--- src/rtl/chunked_serial_adder_if.sv ---
// Handshake/operand bundle for chunked_serial_adder: operands and mode on the input
// side, sum/carry/overflow on the output side.
interface chunked_serial_adder_if #(
   parameter int unsigned WIDTH = 16
);
   logic             in_valid;
   logic             in_ready;
   logic [WIDTH-1:0] x;
   logic [WIDTH-1:0] y;
   logic             ci;
   logic             sub;
   logic             out_valid;
   logic             out_ready;
   logic [WIDTH-1:0] s;
   logic             co;
   logic             ovf;

   modport master (
      output in_valid, x, y, ci, sub, out_ready,
      input  in_ready, out_valid, s, co, ovf
   );

   modport slave (
      input  in_valid, x, y, ci, sub, out_ready,
      output in_ready, out_valid, s, co, ovf
   );
endinterface

--- src/rtl/chunked_serial_adder.sv ---
// Multi-cycle add/subtract: CHUNK bits per clock, carry held between cycles.
// Optional macro CHUNKED_SERIAL_ADDER_SAT_EN saturates s on signed overflow in DONE.
module chunked_serial_adder #(
   parameter int unsigned WIDTH = 16,
   parameter int unsigned CHUNK = 2
) (
   input logic                   clk,
   input logic                   rst_n,
   chunked_serial_adder_if.slave bus
);
   localparam int unsigned NCHUNK = WIDTH / CHUNK;
   localparam int unsigned CW     = (NCHUNK > 1) ? $clog2(NCHUNK) : 1;
   localparam logic [CW-1:0]    LAST = CW'(NCHUNK - 1);
   localparam logic [WIDTH-1:0] MASK = {WIDTH{1'b1}} >> (WIDTH - CHUNK);

   typedef enum logic [1:0] {IDLE, RUN, DONE} state_t;

   state_t           state, state_next;
   logic [WIDTH-1:0] a_reg, b_reg, res_reg;
   logic             carry, c_msb;
   logic [CW-1:0]    cnt;
   logic             accept, last_chunk;
   int unsigned      idx;
   logic [CHUNK-1:0] a_chunk, b_chunk;
   logic [CHUNK:0]   chunk_sum;
   logic             msb_carry;
   logic             ovf_int;

   assign accept     = (state == IDLE) && bus.in_valid;
   assign last_chunk = (cnt == LAST);

   // Shift-based chunk selection keeps the slice mux width-clean for any CHUNK.
   always_comb begin
      idx       = 32'(cnt) * CHUNK;
      a_chunk   = CHUNK'(a_reg >> idx);
      b_chunk   = CHUNK'(b_reg >> idx);
      chunk_sum = {1'b0, a_chunk} + {1'b0, b_chunk} + {{CHUNK{1'b0}}, carry};
      msb_carry = chunk_sum[CHUNK-1] ^ a_chunk[CHUNK-1] ^ b_chunk[CHUNK-1];
   end

   always_ff @(posedge clk or negedge rst_n) begin
      if (!rst_n) begin
         state <= IDLE;
      end else begin
         state <= state_next;
      end
   end

   always_comb begin
      state_next    = state;
      bus.in_ready  = 1'b0;
      bus.out_valid = 1'b0;
      case (state)
         IDLE: begin
            bus.in_ready = 1'b1;
            if (bus.in_valid) state_next = RUN;
         end
         RUN: begin
            if (last_chunk) state_next = DONE;
         end
         DONE: begin
            bus.out_valid = 1'b1;
            if (bus.out_ready) state_next = IDLE;
         end
         default: state_next = IDLE;
      endcase
   end

   always_ff @(posedge clk or negedge rst_n) begin
      if (!rst_n) begin
         a_reg   <= '0;
         b_reg   <= '0;
         res_reg <= '0;
         carry   <= 1'b0;
         c_msb   <= 1'b0;
         cnt     <= '0;
      end else if (accept) begin
         a_reg <= bus.x;
         b_reg <= bus.sub ? ~bus.y : bus.y;
         carry <= bus.sub ? 1'b1 : bus.ci;
         cnt   <= '0;
      end else if (state == RUN) begin
         res_reg <= (res_reg & ~(MASK << idx)) | (WIDTH'(chunk_sum[CHUNK-1:0]) << idx);
         carry   <= chunk_sum[CHUNK];
         if (last_chunk) begin
            c_msb <= msb_carry;
         end else begin
            cnt <= cnt + 1'b1;
         end
      end
   end

   assign ovf_int = c_msb ^ carry;
   assign bus.co  = carry;
   assign bus.ovf = ovf_int;

`ifdef CHUNKED_SERIAL_ADDER_SAT_EN
   // On overflow both operands share a sign, so A's MSB gives the true result sign.
   logic [WIDTH-1:0] sat_val;
   assign sat_val = a_reg[WIDTH-1] ? {1'b1, {(WIDTH-1){1'b0}}} : {1'b0, {(WIDTH-1){1'b1}}};
   assign bus.s   = ((state == DONE) && ovf_int) ? sat_val : res_reg;
`else
   assign bus.s = res_reg;
`endif
endmodule

--- src/flat_wrapper.sv ---
// flat-port wrapper written by rule: the top's interface ports become plain ports
module chunked_serial_adder_flat 
#(
   parameter int unsigned WIDTH = 16,
   parameter int unsigned CHUNK = 2
)
  (clk, rst_n, bus_in_valid, bus_x, bus_y, bus_ci, bus_sub, bus_out_ready, bus_in_ready, bus_out_valid, bus_s, bus_co, bus_ovf);
  chunked_serial_adder_if #(.WIDTH(WIDTH)) bus_i ();
  input logic clk;
  input logic rst_n;
  input wire logic [$bits(bus_i.in_valid)-1:0] bus_in_valid;
  input wire logic [$bits(bus_i.x)-1:0] bus_x;
  input wire logic [$bits(bus_i.y)-1:0] bus_y;
  input wire logic [$bits(bus_i.ci)-1:0] bus_ci;
  input wire logic [$bits(bus_i.sub)-1:0] bus_sub;
  input wire logic [$bits(bus_i.out_ready)-1:0] bus_out_ready;
  output wire logic [$bits(bus_i.in_ready)-1:0] bus_in_ready;
  output wire logic [$bits(bus_i.out_valid)-1:0] bus_out_valid;
  output wire logic [$bits(bus_i.s)-1:0] bus_s;
  output wire logic [$bits(bus_i.co)-1:0] bus_co;
  output wire logic [$bits(bus_i.ovf)-1:0] bus_ovf;
  assign bus_i.in_valid = bus_in_valid;
  assign bus_i.x = bus_x;
  assign bus_i.y = bus_y;
  assign bus_i.ci = bus_ci;
  assign bus_i.sub = bus_sub;
  assign bus_i.out_ready = bus_out_ready;
  assign bus_in_ready = bus_i.in_ready;
  assign bus_out_valid = bus_i.out_valid;
  assign bus_s = bus_i.s;
  assign bus_co = bus_i.co;
  assign bus_ovf = bus_i.ovf;
  chunked_serial_adder #(.WIDTH(WIDTH), .CHUNK(CHUNK)) u_core (.clk(clk), .rst_n(rst_n), .bus(bus_i));
endmodule
--- config.mk ---
export PLATFORM = sky130hd
export DESIGN_NAME = chunked_serial_adder_flat
export DESIGN_NICKNAME = d
export VERILOG_FILES = /design/src/rtl/chunked_serial_adder_if.sv /design/src/rtl/chunked_serial_adder.sv /design/src/flat_wrapper.sv
export SDC_FILE = /design/constraint.sdc
export NUM_CORES = 1
export LEC_CHECK = 0
export ABC_CLOCK_PERIOD_IN_PS = 4100
export CORE_MARGIN = 2
export CORE_UTILIZATION = 25
export CTS_CLUSTER_SIZE = 24
export DETAILED_ROUTE_END_ITERATION = 10
export GPL_ROUTABILITY_DRIVEN = 0
export MAX_ROUTING_LAYER = met4
export PLACE_DENSITY_LB_ADDON = 0.12
export SYNTH_ARGS = -nofsm -noshare
export SYNTH_HDL_FRONTEND = slang
export SYNTH_SLANG_ARGS = --single-unit
export TNS_END_PERCENT = 5
--- constraint.sdc ---
create_clock -name clk -period 4.1 [get_ports clk]
set_clock_uncertainty 0.15 [all_clocks]
set_input_delay 0.41 -clock clk [delete_from_list [all_inputs] [get_ports clk]]
set_output_delay 0.41 -clock clk [all_outputs]
set_load 0.1 [all_outputs]
==> impl_results.md, run 1 <==
* Status: finished clean
* Clock Pin Slew Worst Setup and Hold Paths at 0.09 ns
* Total global-route track usage at 11.15%
* Drt first pass iters at 4
* Launching point of the worst reg2reg path: u_core.cnt[0]
* Leading cell types in the layout, fill and taps excluded: nand2_1, clkdlybuf4s50_1, dfrtp_1
* Setup Crit Path Kind: reg2reg
* DR DRC count at 0
* Final WL at 5.782 mm
* GRT overflow at 0
* Final period util at 77.81%
* RSZ-0062 raised after global routing: false
* Synth unique cells at 31
* # setup viols final at 0
* Via density at 4.298
* DP HPWL at 4.379 mm
* Synth-to-layout area growth at 30.32%
* Largest family of logic cells by synthesized area: simple AND/OR/NAND/NOR gates
* CTS Buffer Depth at 2
* Top cell type's share of synthesized area at 51.79%
* Ports at 58
* Slowest cell on crit path: mux4_1
* Slew Viols, Final at 0
* Final Critical Period at 3.190 ns
* Post-CTS sizing at 0
* Seq/Total Area, Yosys at 51.79%
* DIE HEIGHT at 107.1 um
* Worst Max-Slew Pin Slew at 1.006 ns
* Core Region at 0.01032 sq mm
* Netlist area before placement at 0.002658 sq mm
* Critical path fanouts, max at 13
* WP depth at 8
* DIE AREA at 0.01147 sq mm
* Post-Synth XOR/XNOR Area at 6.497%
* Vias in the first global route at 1939
* Final net count at 356
* Syn_nets at 301
* First-pass GRT wire length at 9.832 mm
* Cell count after synthesis at 255
* Worst Path Buf+Inv at 1
* CP Data Required Time at 4.14 ns
* FMAX at 313.5 MHz
* Routed vias at 1921
* Drt initial violations at 47
* Crit end category: register
* Critical path's largest stage delay at 0.56 ns
* Top cells by area, synth: dfrtp_1, nand2_1, mux4_1
* Post-synthesis mux area share at 9.793%
* Max-Cap Viols at 0
* CP Launch Point: u_core.cnt[0]
* Most area-hungry cell type in the Yosys netlist: dfrtp_1
* Share of cells above drive strength 1 at 6.109%
* Worst min path class: in2async
* End of the critical path: u_core.c_msb
* Commonest non-fill, non-tap cell in the layout: nand2_1
* Num Clock Sinks at 55
* H-tree depth at 2
* Syn Area/Cell at 10.42 sq um
* Family with the most delay on the worst path: adder cells
* Chip Width at 107.1 um
* Initial core utilization at 25.74%
* Initial antenna violation count at 0
* Synth Area in Adders at 4.331%
* R2R Setup Slk at 0.91 ns
* Largest net degree at the start of global routing at 56
* Root Buffer: clkbuf_8
* Buffers added on ports at 57
* CP Cell Sequence: buf_4 -> mux4_1 -> nand2_1 -> nand2_1 -> fa_1 -> fa_1 -> xor3_1 -> mux2_2
* Compound-cell area share of the yosys netlist at 8.192%
* Crit path arrival time at 3.23 ns
* Final antenna-violating net count at 0
* Synth warn at 0
* R2R cell count at 8
* Worst r2r dst: u_core.c_msb
* Hold-fix buffers at CTS at 0
* Slew margin rel. at 32.79%
* Post-CTS Repair Setup Buffers at 0
* Cts bufs inserted at 5
* WL/cell at 12.94 um
* CTS tree: yes
* Clk_lat worst skew at 0.30 ns
* Seq cells post-synth at 55
* Setup_tns at 0 ns
* Antenna diodes at 0
* Row cnt at 37
* Final Hold Fails at 0
* Worst setup SP type: register
* Simple-gate share of the synthesized area at 16.24%
[per-stage QoR]
stage | std cells | util [%] | area, sq um | worst slack, ns | hold WS [ns]
3_3_place_gp | 439 | 32.58 | 3363 | 0.9578 | 0.3075
5_1_grt | 447 | 33.55 | 3463 | 0.7836 | 0.1470
3_5_place_dp | 439 | 32.58 | 3363 | 0.8968 | 0.3088
6_report | 447 | 33.55 | 3463 | 0.9097 | 0.06901
4_1_cts | 447 | 33.55 | 3463 | 0.8820 | 0.1165
2_1_floorplan | 255 | - | 2658 | 1.056 | -0.03559
[metal layers]
metal	up-vias	track usage, %	share of wire [%]
li1	964	-	-
met1	908	15.75	51
met2	41	16.41	44
met3	8	2.310	3.7
met4	0	2.783	1.0
met5	-	-	0
[area by class of cell]
| type | instances | area (sq um) |
|---|---|---|
| Fill cell | 1068 | 6860 |
| Sequential cell | 55 | 1376 |
| Multi-Input combinational cell | 182 | 1197 |
| Timing Repair Buffer | 61 | 595.6 |
| Tap cell | 136 | 170.2 |
| Clock buffer | 8 | 100.1 |
| Inverter | 5 | 23.77 |
[kinds of logic after synthesis]
| kind of cell | after synthesis |
|---|---|
| adder cells (fa/ha/maj) | 8 |
| buffers and inverters | 18 |
| AND/OR/NAND/NOR | 107 |
| multiplexers | 13 |
| flip-flops | 55 |
| XOR/XNOR | 18 |
| AO/OA/AOI/OAI | 36 |
[cell usage after synthesis]
| library cell | number |
|---|---|
| nand2_1 | 92 |
| dfrtp_1 | 55 |
| o21ai_1 | 25 |
| xnor2_1 | 16 |
| clkbuf_1 | 9 |
| ha_1 | 6 |
| mux4_1 | 6 |
| a22o_1 | 4 |
| a32o_1 | 4 |
| inv_1 | 4 |
| nor2_1 | 4 |
| buf_2 | 3 |
| fa_1 | 2 |
| mux2_2 | 2 |
| mux2i_1 | 2 |
| mux4_2 | 2 |
| nand2b_1 | 2 |
| nand3_1 | 2 |
| nor2b_1 | 2 |
| o22ai_1 | 2 |
| a21oi_1 | 1 |
| and2_1 | 1 |
| and2b_2 | 1 |
| and3b_1 | 1 |
| buf_6 | 1 |
| inv_6 | 1 |
| mux2_4 | 1 |
| nor3_1 | 1 |
| nor3b_1 | 1 |
| xor2_1 | 1 |
| xor3_1 | 1 |
[worst min-delay path by stage]
| stage | startpoint | endpoint | slack [ns] |
|---|---|---|---|
| 2_1_floorplan | rst_n | u_core.a_reg[0] | -0.04 |
| 3_3_place_gp | u_core.a_reg[9] | u_core.a_reg[9] | 0.31 |
| 3_5_place_dp | u_core.a_reg[0] | u_core.a_reg[0] | 0.31 |
| 4_1_cts | rst_n | u_core.bus.s[14] | 0.12 |
| 5_1_grt | rst_n | u_core.bus.s[14] | 0.15 |
| 6_report | rst_n | u_core.bus.s[14] | 0.07 |
Power of run 1 is left out: the tool's default activity adds up to more than one toggle a clock period on the data nets, which glitch-free logic cannot reach.
==> run 2, diff against run 1 <==
- ABC_CLOCK_PERIOD_IN_PS: 4100 -> 3300
- clock period: 4.1 -> 3.3 ns (I/O delays scaled with it)
==> run 2 against run 1 <==
  * Critical path depth did not move
  * Register-to-register slack worse by 0.73 ns
  * Design area about the same
  * Count of clock-buffer cells in the layout shrank 1
  * Final cell count rose by 0.89%
  * Highest routed layer unchanged
==> impl_results.md, run 2 (synthesized netlist as in run 1, its figures left out) <==
* Worst min path class: in2async (unchanged)
* Post-CTS sizing at 0 (unchanged)
* Clock Pin Slew Worst Setup and Hold Paths at 0.09 ns (about the same)
* Chip Width at 107.1 um (unchanged)
* Ports at 58 (unchanged)
* Final WL at 6.016 mm (was 5.782 mm)
* Routed vias at 1944 (was 1921)
* WL/cell at 13.34 um (was 12.94 um)
* Root Buffer: clkbuf_8 (unchanged)
* Drt initial violations at 52 (was 47)
* Worst setup SP type: register (unchanged)
* Buffers added on ports at 57 (unchanged)
* Final Hold Fails at 0 (unchanged)
* Final Critical Period at 3.117 ns (was 3.190 ns)
* Share of cells above drive strength 1 at 8.571% (was 6.109%)
* Clk_lat worst skew at 0.31 ns (was 0.30 ns)
* Critical path fanouts, max at 6 (was 13)
* RSZ-0062 raised after global routing: false (unchanged)
* Via density at 4.310 (was 4.298)
* Uppermost layer routed: met4 (unchanged)
* Initial antenna violation count at 0 (unchanged)
* Slowest cell on crit path: fa_1 (was mux4_1)
* Drt first pass iters at 4 (unchanged)
* Vias in the first global route at 2071 (was 1939)
* Num Clock Sinks at 55 (unchanged)
* Slew margin rel. at 35.14% (was 32.79%)
* Cts bufs inserted at 5 (unchanged)
* Leading cell types in the layout, fill and taps excluded: nand2_1, dfrtp_1, clkdlybuf4s50_1 (was nand2_1, clkdlybuf4s50_1, dfrtp_1)
* Largest net degree at the start of global routing at 39 (was 56)
* CP Data Required Time at 3.35 ns (was 4.14 ns)
* Initial core utilization at 25.74% (unchanged)
* Hold-fix buffers at CTS at 1 (was 0)
* CTS tree: yes (unchanged)
* Setup Crit Path Kind: reg2reg (unchanged)
* Critical path's largest stage delay at 0.56 ns (about the same)
* Final net count at 360 (was 356)
* DR DRC count at 0 (unchanged)
* First-pass GRT wire length at 10.38 mm (was 9.832 mm)
* Metal3 WL at 237 um (was 214 um)
* Status: finished clean (unchanged)
* DIE AREA at 0.01147 sq mm (unchanged)
* # setup viols final at 0 (unchanged)
* DIE HEIGHT at 107.1 um (unchanged)
* Setup_tns at 0 ns (unchanged)
* Routed met1 length at 2.843 mm (was 2.948 mm)
* Commonest non-fill, non-tap cell in the layout: nand2_1 (unchanged)
* H-tree depth at 2 (unchanged)
* Total global-route track usage at 11.97% (was 11.15%)
* CP Cell Sequence: buf_4 -> mux4_1 -> nand2_1 -> nand2_1 -> fa_1 -> fa_1 -> xor3_1 -> mux2_2 (unchanged)
* Synth-to-layout area growth at 30.27% (was 30.32%)
* Max-Cap Viols at 0 (unchanged)
* CTS Buffer Depth at 2 (unchanged)
* Core Region at 0.01032 sq mm (unchanged)
* Final period util at 94.45% (was 77.81%)
* Antenna diodes at 0 (unchanged)
* Row cnt at 37 (unchanged)
* Final antenna-violating net count at 0 (unchanged)
* FMAX at 320.9 MHz (was 313.5 MHz)
* Post-CTS Repair Setup Buffers at 0 (unchanged)
* Worst Max-Slew Pin Slew at 0.9699 ns (was 1.006 ns)
* Met2 routed WL at 2.879 mm (was 2.559 mm)
* DP HPWL at 4.644 mm (was 4.379 mm)
* Slew Viols, Final at 0 (unchanged)
* GRT overflow at 0 (unchanged)
* Crit end category: register (unchanged)
* Crit path arrival time at 3.16 ns (was 3.23 ns)
[run 2: cell count changes in the layout (fill, tap and decap cells not counted), sizes merged]
cell,delta
buf,+9
clkdlybuf4s50,-6
clkbuf,-1
clkinv,+1
dlygate4sd3,+1
[run 2: worst paths after layout]
kind	from	end	slack, ns	cells after the start
min reg2reg	u_core.a_reg[0]	u_core.a_reg[0]	0.33	2
max reg2reg	u_core.cnt[0]	u_core.c_msb	0.18	8
max in group asynchronous	rst_n	u_core.bus.co	1.84	3
min	rst_n	u_core.a_reg[14]	0.33	2
min in group clk	u_core.a_reg[0]	u_core.a_reg[0]	0.33	2
max	u_core.cnt[0]	u_core.c_msb	0.18	8
[run 2: layout make-up]
| cell class | instances | area [sq um] |
|---|---|---|
| Fill cell | 1082 | 6862 |
| Sequential cell | 55 | 1376 |
| Multi-Input combinational cell | 182 | 1197 |
| Timing Repair Buffer | 65 | 613.1 |
| Tap cell | 136 | 170.2 |
| Clock buffer | 7 | 76.32 |
| Inverter | 5 | 23.77 |
| Clock inverter | 1 | 5.005 |
[run 2: critical path: cells and delay by family, from the launching register on]
family,cells,cell delay (ns)
adder cells (fa/ha/maj),2,0.97
multiplexers,2,0.81
XOR/XNOR,1,0.42
flip-flops,1,0.35
buffers and inverters,1,0.16
AND/OR/NAND/NOR,2,0.15
[run 2: per-layer routing]
| layer | GRT usage (%) | up-vias |
|---|---|---|
| met2 | 18.81 | 43 |
| li1 | - | 963 |
| met5 | - | - |
| met1 | 15.83 | 929 |
| met3 | 2.310 | 9 |
| met4 | 3.340 | 0 |
[run 2: through the flow]
stage          setup WS [ns]  instance area [sq um]  utilization, %  cells  hold slack [ns]
2_1_floorplan         0.2562                   2658               -    255          -0.1156
3_3_place_gp          0.2231                   3371           32.65    442           0.1432
3_5_place_dp          0.1590                   3371           32.65    442           0.1428
4_1_cts               0.1447                   3462           33.54    451           0.3371
5_1_grt             0.008990                   3462           33.54    451           0.3601
6_report              0.1833                   3462           33.54    451           0.3279
Power of run 2 is left out for the same reason.
==> run 3, diff against run 2 <==
- CORE_ASPECT_RATIO: not set -> 0.7
- TNS_END_PERCENT: 5 -> 20
==> run 3 against run 2 <==
  * Routed wire length up 4.5%
  * Design area grew 1.6%
  * Worst hold slack got worse by 0.0072 ns
==> impl_results.md, run 3 (synthesized netlist as in run 1, its figures left out) <==
* Commonest non-fill, non-tap cell in the layout: nand2_1 (unchanged)
* Clock Pin Slew Worst Setup and Hold Paths at 0.07 ns (was 0.09 ns)
* Worst r2r dst: u_core.c_msb (unchanged)
* DIE HEIGHT at 90.26 um (was 107.1 um)
* R2R cell count at 6 (was 8)
* Root Buffer: clkbuf_16 (was clkbuf_8)
* Row cnt at 31 (was 37)
* Vias in the first global route at 1979 (was 2071)
* Final period util at 96.42% (was 94.45%)
* Slew Viols, Final at 0 (unchanged)
* Via density at 4.362 (was 4.310)
* CTS tree: yes (unchanged)
* Fillers at 1084 (was 1082)
* H-tree depth at 2 (unchanged)
* Worst min path class: reg2reg (was in2async)
* Critical path fanouts, max at 15 (was 6)
* Met3 GRT Util at 3.258% (was 2.310%)
* Setup Crit Path Kind: reg2reg (unchanged)
* Chip Width at 127.2 um (was 107.1 um)
* Total global-route track usage at 12.09% (was 11.97%)
* Drt initial violations at 79 (was 52)
* Worst Path Buf+Inv at 1 (unchanged)
* Cts bufs inserted at 5 (unchanged)
* Final WS setup at 0.1183 ns (was 0.1833 ns)
* CP Data Required Time at 3.33 ns (was 3.35 ns)
* Initial antenna violation count at 0 (unchanged)
* Crit end category: register (unchanged)
* Hold slack at 0.3207 ns (was 0.3279 ns)
* Family with the most delay on the worst path: multiplexers (was adder cells)
* Clk_lat worst skew at 0.30 ns (was 0.31 ns)
* CP Cell Sequence: buf_4 -> mux4_1 -> mux2_2 -> fa_1 -> xor3_1 -> mux2_2 (was buf_4 -> mux4_1 -> nand2_1 -> nand2_1 -> fa_1 -> fa_1 -> xor3_1 -> mux2_2)
* Post-CTS sizing at 0 (unchanged)
* End of the critical path: u_core.c_msb (unchanged)
* DP HPWL at 4.854 mm (was 4.644 mm)
* CP Launch Point: u_core.cnt[0] (unchanged)
* Setup_tns at 0 ns (unchanged)
* Critical path's largest stage delay at 0.58 ns (was 0.56 ns)
* Post-layout instance count excluding filler cells at 445 (was 451)
* Most common cell type on the critical path: mux2_2
* CTS Buffer Depth at 2 (unchanged)
* Synth-to-layout area growth at 32.30% (was 30.27%)
* Status: finished clean (unchanged)
* Crit path arrival time at 3.22 ns (was 3.16 ns)
* DR DRC count at 0 (unchanged)
* First-pass GRT wire length at 10.60 mm (was 10.38 mm)
* Ports at 58 (unchanged)
* Final WL at 6.288 mm (was 6.016 mm)
* Post-CTS Repair Setup Buffers at 0 (unchanged)
* FMAX at 314.3 MHz (was 320.9 MHz)
* Buffers added on ports at 57 (unchanged)
* Slowest cell on crit path: fa_1 (unchanged)
* Leading cell types in the layout, fill and taps excluded: nand2_1, dfrtp_1, clkdlybuf4s50_1 (unchanged)
* Routed vias at 1941 (was 1944)
* Worst setup SP type: register (unchanged)
* Met2 Resource Use GR at 15.91% (was 18.81%)
* Slew margin rel. at 35.12% (was 35.14%)
* Launching point of the worst reg2reg path: u_core.cnt[0] (unchanged)
* Max-Cap Viols at 0 (unchanged)
* R2R Setup Slk at 0.12 ns (was 0.18 ns)
* Final Hold Fails at 0 (unchanged)
* Post-Place Cells at 436 (was 442)
* Final antenna-violating net count at 0 (unchanged)
* RSZ-0062 raised after global routing: false (unchanged)
* Initial core utilization at 25.66% (was 25.74%)
* Setup WS pre-CTS at 0.1166 ns (was 0.1590 ns)
* DIE AREA at 0.01148 sq mm (was 0.01147 sq mm)
* Antenna diodes at 0 (unchanged)
* WP depth at 6 (was 8)
* Num Clock Sinks at 55 (unchanged)
* Drt first pass iters at 4 (unchanged)
* GRT overflow at 0 (unchanged)
* Final Critical Period at 3.182 ns (was 3.117 ns)
* Largest net degree at the start of global routing at 34 (was 39)
* Final net count at 358 (was 360)
* Share of cells above drive strength 1 at 9.265% (was 8.571%)
* # setup viols final at 0 (unchanged)
* Met1 Use GR at 18.34% (was 15.83%)
* WL/cell at 14.13 um (was 13.34 um)
* Most crowded layer after global routing: met1 (was met2)
* Worst Max-Slew Pin Slew at 0.9702 ns (was 0.9699 ns)
* Core Region at 0.01036 sq mm (was 0.01032 sq mm)
run 3: layout make-up:
type	count	area [sq um]	share of cell area (%)
flip-flops and latches	55	1376	39.15
multi-input cells	182	1197	34.06
repair buffers	63	593.1	16.87
well taps	132	165.2	4.698
clock buffers	7	152.6	4.342
inverters	5	23.77	0.6762
clock inverters	1	7.507	0.2135
run 3: worst register-to-register path, stage by stage, from the launching register on:
cell and delay, ns:
dfrtp_1 0.50, buf_4 0.28, mux4_1 0.58, mux2_2 0.31, fa_1 0.58, xor3_1 0.41, mux2_2 0.26
run 3: per-layer routing:
metal | share of wire, % | wire length [um]
met3 | 4.2 | 262
met4 | 1.1 | 67
met2 | 40 | 2531
met1 | 55 | 3427
met5 | 0 | 0
run 3: what timing repair did:
| item | in CTS | in global routing |
|---|---|---|
| hold endpoints to repair | 25 | 0 |
| hold buffers | 1 | 0 |
| setup endpoints to repair | 0 | 0 |
run 3: worst min-delay path by stage:
stage	from	end	depth (start not counted)	slack, ns
after global placement	rst_n	u_core.bus.s[14]	1	0.21
final	u_core.a_reg[13]	u_core.a_reg[13]	2	0.32
after CTS	u_core.a_reg[13]	u_core.a_reg[13]	2	0.33
after detailed placement	rst_n	u_core.bus.s[14]	1	0.22
after global routing	u_core.a_reg[13]	u_core.a_reg[13]	2	0.36
after floorplan	rst_n	u_core.a_reg[0]	0	-0.12
run 3: metrics by stage:
stage          area [sq um]  util [%]
2_1_floorplan          2658         -
3_3_place_gp           3346     32.31
3_5_place_dp           3346     32.31
4_1_cts                3516     33.95
5_1_grt                3516     33.95
6_report               3516     33.95
Power of run 3 is left out for the same reason.
